`src/rtl/vga_pkg.sv`:
```
// Shared constants for the VGA text-overlay path: glyph geometry, text grid size,
// and the bus widths used for pixel counters and colour.
package vga_pkg;
  localparam int CHAR_W    = 8;
  localparam int CHAR_H    = 16;
  localparam int TEXT_COLS = 16;
  localparam int TEXT_ROWS = 16;
  localparam int HV_W      = 11;
  localparam int RGB_W     = 12;
  localparam int TIMING_W  = 2 * HV_W + 4;
endpackage

```
`src/rtl/draw_rect_char_delay.sv`:
```
// Generic N-stage, WIDTH-bit register chain with synchronous active-high reset.
module delay #(
  parameter int WIDTH = 1,
  parameter int N     = 1
) (
  input  logic             clk,
  input  logic             rst,
  input  logic [WIDTH-1:0] din,
  output logic [WIDTH-1:0] dout
);

  logic [WIDTH-1:0] stage [N];

  always_ff @(posedge clk) begin
    if (rst) begin
      for (int i = 0; i < N; i++) stage[i] <= '0;
    end else begin
      stage[0] <= din;
      for (int i = 1; i < N; i++) stage[i] <= stage[i-1];
    end
  end

  assign dout = stage[N-1];

endmodule

```
`src/rtl/draw_rect_char.sv`:
```
// Text overlay for the 16x16 character box: drives char/font ROM addresses,
// then paints set glyph bits over the background with a fixed 2-pclk latency.
module draw_rect_char
  import vga_pkg::*;
#(
  parameter logic [HV_W-1:0]  XPOS       = 11'd48,
  parameter logic [HV_W-1:0]  YPOS       = 11'd64,
  parameter logic [RGB_W-1:0] TEXT_COLOR = 12'hFFF
) (
  input  logic             pclk,
  input  logic             rst,
  input  logic             en,
  input  logic [HV_W-1:0]  hcount_in,
  input  logic             hsync_in,
  input  logic             hblnk_in,
  input  logic [HV_W-1:0]  vcount_in,
  input  logic             vsync_in,
  input  logic             vblnk_in,
  input  logic [RGB_W-1:0] rgb_in,
  input  logic [7:0]       char_pixels,
  output logic [7:0]       char_yx,
  output logic [3:0]       char_line,
  output logic [HV_W-1:0]  hcount_out,
  output logic             hsync_out,
  output logic             hblnk_out,
  output logic [HV_W-1:0]  vcount_out,
  output logic             vsync_out,
  output logic             vblnk_out,
  output logic [RGB_W-1:0] rgb_out
);

  localparam int XBITS = $clog2(TEXT_COLS * CHAR_W);
  localparam int YBITS = $clog2(TEXT_ROWS * CHAR_H);
  localparam int SBITS = $clog2(CHAR_W);
  localparam logic [HV_W-1:0] X_END = XPOS + HV_W'(TEXT_COLS * CHAR_W);
  localparam logic [HV_W-1:0] Y_END = YPOS + HV_W'(TEXT_ROWS * CHAR_H);

  // Only the low bits of the offsets address the box; wrap outside it is gated by in_box.
  logic [XBITS-1:0] rel_x;
  logic [YBITS-1:0] rel_y;
  logic             in_box;

  assign rel_x  = hcount_in[XBITS-1:0] - XPOS[XBITS-1:0];
  assign rel_y  = vcount_in[YBITS-1:0] - YPOS[YBITS-1:0];
  assign in_box = (hcount_in >= XPOS) && (hcount_in < X_END) &&
                  (vcount_in >= YPOS) && (vcount_in < Y_END);

  assign char_yx   = in_box ? {rel_y[YBITS-1 -: 4], rel_x[XBITS-1 -: 4]} : 8'h00;
  assign char_line = in_box ? rel_y[3:0] : 4'h0;

  logic [RGB_W-1:0] rgb_d1;
  logic             en_d1;
  logic             in_box_d1;
  logic [SBITS-1:0] bitsel_d1;
  logic             hblnk_d1;
  logic             vblnk_d1;
  logic             pix;

  always_ff @(posedge pclk) begin
    if (rst) begin
      rgb_d1    <= '0;
      en_d1     <= 1'b0;
      in_box_d1 <= 1'b0;
      bitsel_d1 <= '0;
      hblnk_d1  <= 1'b0;
      vblnk_d1  <= 1'b0;
    end else begin
      rgb_d1    <= rgb_in;
      en_d1     <= en;
      in_box_d1 <= in_box;
      bitsel_d1 <= rel_x[SBITS-1:0];
      hblnk_d1  <= hblnk_in;
      vblnk_d1  <= vblnk_in;
    end
  end

  assign pix = char_pixels[3'd7 - bitsel_d1];

  always_ff @(posedge pclk) begin
    if (rst)                            rgb_out <= '0;
    else if (hblnk_d1 || vblnk_d1)      rgb_out <= '0;
    else if (en_d1 && in_box_d1 && pix) rgb_out <= TEXT_COLOR;
    else                                rgb_out <= rgb_d1;
  end

  delay #(
    .WIDTH(TIMING_W),
    .N    (2)
  ) u_timing_delay (
    .clk (pclk),
    .rst (rst),
    .din ({hcount_in, hsync_in, hblnk_in, vcount_in, vsync_in, vblnk_in}),
    .dout({hcount_out, hsync_out, hblnk_out, vcount_out, vsync_out, vblnk_out})
  );

endmodule

```
`config.mk`:
```
export PLATFORM = sky130hd
export DESIGN_NAME = draw_rect_char
export DESIGN_NICKNAME = d
export VERILOG_FILES = /design/src/rtl/vga_pkg.sv /design/src/rtl/draw_rect_char_delay.sv /design/src/rtl/draw_rect_char.sv
export SDC_FILE = /design/constraint.sdc
export NUM_CORES = 1
export LEC_CHECK = 0
export BUFFER_PORTS_ARGS = -buffer_cell sky130_fd_sc_hd__buf_4
export CAP_MARGIN = 5
export CORE_MARGIN = 4
export CORE_UTILIZATION = 53
export CTS_BUF_LIST = sky130_fd_sc_hd__clkbuf_4 sky130_fd_sc_hd__clkbuf_8 sky130_fd_sc_hd__clkbuf_16
export DETAILED_ROUTE_END_ITERATION = 10
export PLACE_DENSITY = 0.89
export REMOVE_ABC_BUFFERS = 1
export SYNTH_ARGS = -nofsm -noshare
export SYNTH_HDL_FRONTEND = slang
export SYNTH_HIERARCHICAL = 1
export SYNTH_SLANG_ARGS = --single-unit
```
`constraint.sdc`:
```
create_clock -name pclk -period 3.3 [get_ports pclk]
set_input_delay 0.495 -clock pclk [delete_from_list [all_inputs] [get_ports pclk]]
set_output_delay 0.495 -clock pclk [all_outputs]
set_load 0.005 [all_outputs]
```
==> results.sh <==
export IMPL_finalMaxSlewViolations=0
export IMPL_cts_hold_buffers_added=0
export IMPL_crit_path_frequent_cell="sky130_fd_sc_hd__buf_4"
export IMPL_firstDrtPassIters=2
export IMPL_ys_top_cells_by_area="sky130_fd_sc_hd__dfxtp_1 (59%), sky130_fd_sc_hd__nor2b_1 (15%), sky130_fd_sc_hd__buf_4 (6.9%)"
export IMPL_maxCapViolations=0
export IMPL_via_count_of_the_first_global_routing_pass=1780
export IMPL_timing_clock_skew_ns=0.00546
export IMPL_global_route_wire_length_before_repair_um=7790
export IMPL_timing_critical_path_max_delay_family="simple AND/OR/NAND/NOR gates"
export IMPL_design_portCount=99
export IMPL_cts_num_sinks=83
export IMPL_layout_area_overhead_vs_synth_pct=27.8
export IMPL_antenna_found_initial=0
export IMPL_setup_slack_ns=0.571
export IMPL_cpPeakStageDelay_ns=0.47
export IMPL_cts_root_buf="sky130_fd_sc_hd__clkbuf_8"
export IMPL_worst_path_max_delay_cell="sky130_fd_sc_hd__or4b_4"
export IMPL_rsz0062_at_grt="no"
export IMPL_regToRegStartpoint="bitsel_d1[0]$_SDFF_PP0_"
export IMPL_layout_core_utilization_pct=70.5
export IMPL_synth_cells_most_frequent="sky130_fd_sc_hd__dfxtp_1 (83), sky130_fd_sc_hd__nor2b_1 (69), sky130_fd_sc_hd__buf_4 (26), sky130_fd_sc_hd__nand2_1 (12), sky130_fd_sc_hd__o21ai_1 (12)"
export IMPL_final_period_minus_worst_setup_slack_ns=2.73
export IMPL_static_leakage_power_uw=0.00158
export IMPL_worst_hold_startpoint="rgb_in[9]"
export IMPL_cell_type_contributing_the_most_total_cell_area_after_synthesis="sky130_fd_sc_hd__dfxtp_1"
export IMPL_antenna_cells=0
export IMPL_crit_chain="buf_4, ha_1, or4b_4, o311a_4, nor4b_1, buf_4"
export IMPL_drcViolationCount=0
export IMPL_cp_buffers_inverters=2
export IMPL_cts_setup_buffers=0
export IMPL_fp_dieW_um=81.2
export IMPL_dp_worst_setup_slack_ns=0.536
export IMPL_avgSynthCellArea_um2=11.3
export IMPL_hold_viol_final=0
export IMPL_synthesized_flop_and_latch_total=83
export IMPL_post_synth_num_cell_types=29
export IMPL_place_congestion=0.703
export IMPL_floorplan_rows=26
export IMPL_hold_path_depth=2
export IMPL_port_buffers=98
export IMPL_fmaxAchievable_ghz=0.366
export IMPL_irDropWorstVdd_mv=0.308
export IMPL_run_status="finished, final reports clean"
export IMPL_detailroute_via_count=1805
export IMPL_totalWireLength_um=5070
export IMPL_clk_path_buf_depth=2
export IMPL_grtUsageTotal_pct=15.7
export IMPL_synth_area_mm2=0.00284
export IMPL_final_layout_size_suffix_gt1_share_pct=40.5
export IMPL_p_total_uw=1940
export IMPL_async_flop_share_pct=0
export IMPL_detail_route_iter0_violations=70
export IMPL_setup_viol=0
export IMPL_r2r_slack_ns=1.39
export IMPL_synth_ff_type="sky130_fd_sc_hd__dfxtp_1"
export IMPL_seq_area_frac_synth_pct=58.6
export IMPL_netlist_instances=250
export IMPL_clk_pin_slew_worst_paths_ns=0.08
export IMPL_route_detailed_vias_per_inst=4.54
export IMPL_wl_per_cell_um=12.7
export IMPL_timing_max_slew_rel_slack_pct=36.8
export IMPL_timing_hold_worst_endpoint="rgb_d1[9]$_SDFF_PP0_"
export IMPL_cell_with_the_most_instances_after_synthesis="sky130_fd_sc_hd__dfxtp_1"
export IMPL_synth_enable_flop_cells=0
export IMPL_initial_core_util_pct=55.2
export IMPL_finalNetCount=374
export IMPL_yosys_warnings=6
export IMPL_place_detailed_hpwl_um=3720
export IMPL_cts_htree_levels=3
export IMPL_power_per_cell_area_mw_per_mm2=534
export IMPL_worstHoldPathType="input pin to flop"
export IMPL_post_cts_resize_count=0
export IMPL_tns_ns=0
export IMPL_die_area_mm2=0.00659
export IMPL_worstRegToRegCells=3
export IMPL_cts_tree="done"
export IMPL_r2r_end="rgb_out[6]$_SDFF_PP0_"
export IMPL_critPathRequiredTime_ns=2.80
export IMPL_min_period_over_period_pct=82.7
export IMPL_y_dimension_of_the_die_um=81.2
export IMPL_grt_overflow=0
export IMPL_worst_setup_path_end_kind="primary output"
export IMPL_cp_start_kind="input pin"
export IMPL_largest_net_degree_at_the_start_of_global_routing=73
export IMPL_critical_path_arrival_ns=2.23
export IMPL_fp_coreArea_mm2=0.00514
export IMPL_route_antenna_remaining_nets=0
export IMPL_crit_path_max_fanout=13
export IMPL_worstSkewPairLatency_ns=0.33
export IMPL_criticalPathCategory="input pin to primary output"
export IMPL_cts_buffers_inserted=9
export IMPL_worst_slew_pin_transition_ns=0.922
export IMPL_yosys_area_top_type_share_pct=58.6
## per-stage QoR
stage	instance area [um^2]	hold slack (ns)	cells
2_1_floorplan	2580	0.407	211
3_3_place_gp	3420	0.411	382
3_5_place_dp	3420	0.418	382
4_1_cts	3620	0.358	398
5_1_grt	3620	0.363	398
6_report	3620	0.371	398
## layout make-up
cell class | count | area [um^2]
clock buffers | 12 | 153
clock inverters | 4 | 50.0
fillers | 407 | 1520
inverters | 2 | 7.51
multi-input cells | 126 | 907
flip-flops and latches | 83 | 1660
well taps | 70 | 87.6
repair buffers | 101 | 758
## cell usage in the layout, fill, tap and decap left out, drive strengths merged, types with 5 or more instances in the layout
| cell type | instances |
|---|---|
| nor4b | 9 |
| buf | 101 |
| nor2b | 70 |
| o21ai | 13 |
| nor4 | 5 |
| nand2 | 12 |
| clkbuf | 12 |
| dfxtp | 83 |
## cell families (layout without fill, tap and decap cells)
| kind of cell | after synthesis | count (layout) | synth area share [%] |
|---|---|---|---|
| flops | 83 | 83 | 58.6 |
| buf+inv | 41 | 119 | 9.44 |
| mux | 3 | 3 | 1.94 |
| xor+xnor | 1 | 1 | 0.309 |
| simple gates | 103 | 103 | 24.9 |
| compound gates | 17 | 17 | 3.97 |
| fa+ha+maj | 2 | 2 | 0.882 |
## sequential cells by signal, summed over array words and instances, names as in the netlist
| signal | count |
|---|---|
| rgb_d1 | 12 |
| en_d1 | 1 |
| u_timing_delay/stage | 52 |
| hblnk_d1 | 1 |
| rgb_out | 12 |
| vblnk_d1 | 1 |
| in_box_d1 | 1 |
| bitsel_d1 | 3 |
## metal layers
layer	vias to the layer above	wire length, um	GRT usage (%)
met4	0	70	7.09
met1	799	2040	17.4
met5	-	0	0
li1	929	-	-
met3	7	486	5.65
met2	70	2470	27.0
## power by group
group,internal (uW),switching (uW)
combinational,93.2,65.2
clock,386,332
sequential,1050,11.5
## worst max path at each step
stage	from	end	slack (ns)	cells after the start
2_1_floorplan	vcount_in[9]	char_line[3]	0.84	3
3_3_place_gp	hcount_in[4]	char_yx[7]	0.70	6
3_5_place_dp	hcount_in[4]	char_line[3]	0.54	6
4_1_cts	hcount_in[4]	char_line[3]	0.54	6
5_1_grt	hcount_in[4]	char_line[3]	0.49	6
6_report	hcount_in[4]	char_line[3]	0.57	6
## worst reg2reg max path: stages (launching register included)
cell                      delay (ns)
sky130_fd_sc_hd__dfxtp_1        0.39
sky130_fd_sc_hd__mux4_2         0.53
sky130_fd_sc_hd__mux2i_1        0.74
sky130_fd_sc_hd__o21ai_1        0.11
Power figures use the tool's default switching activity.
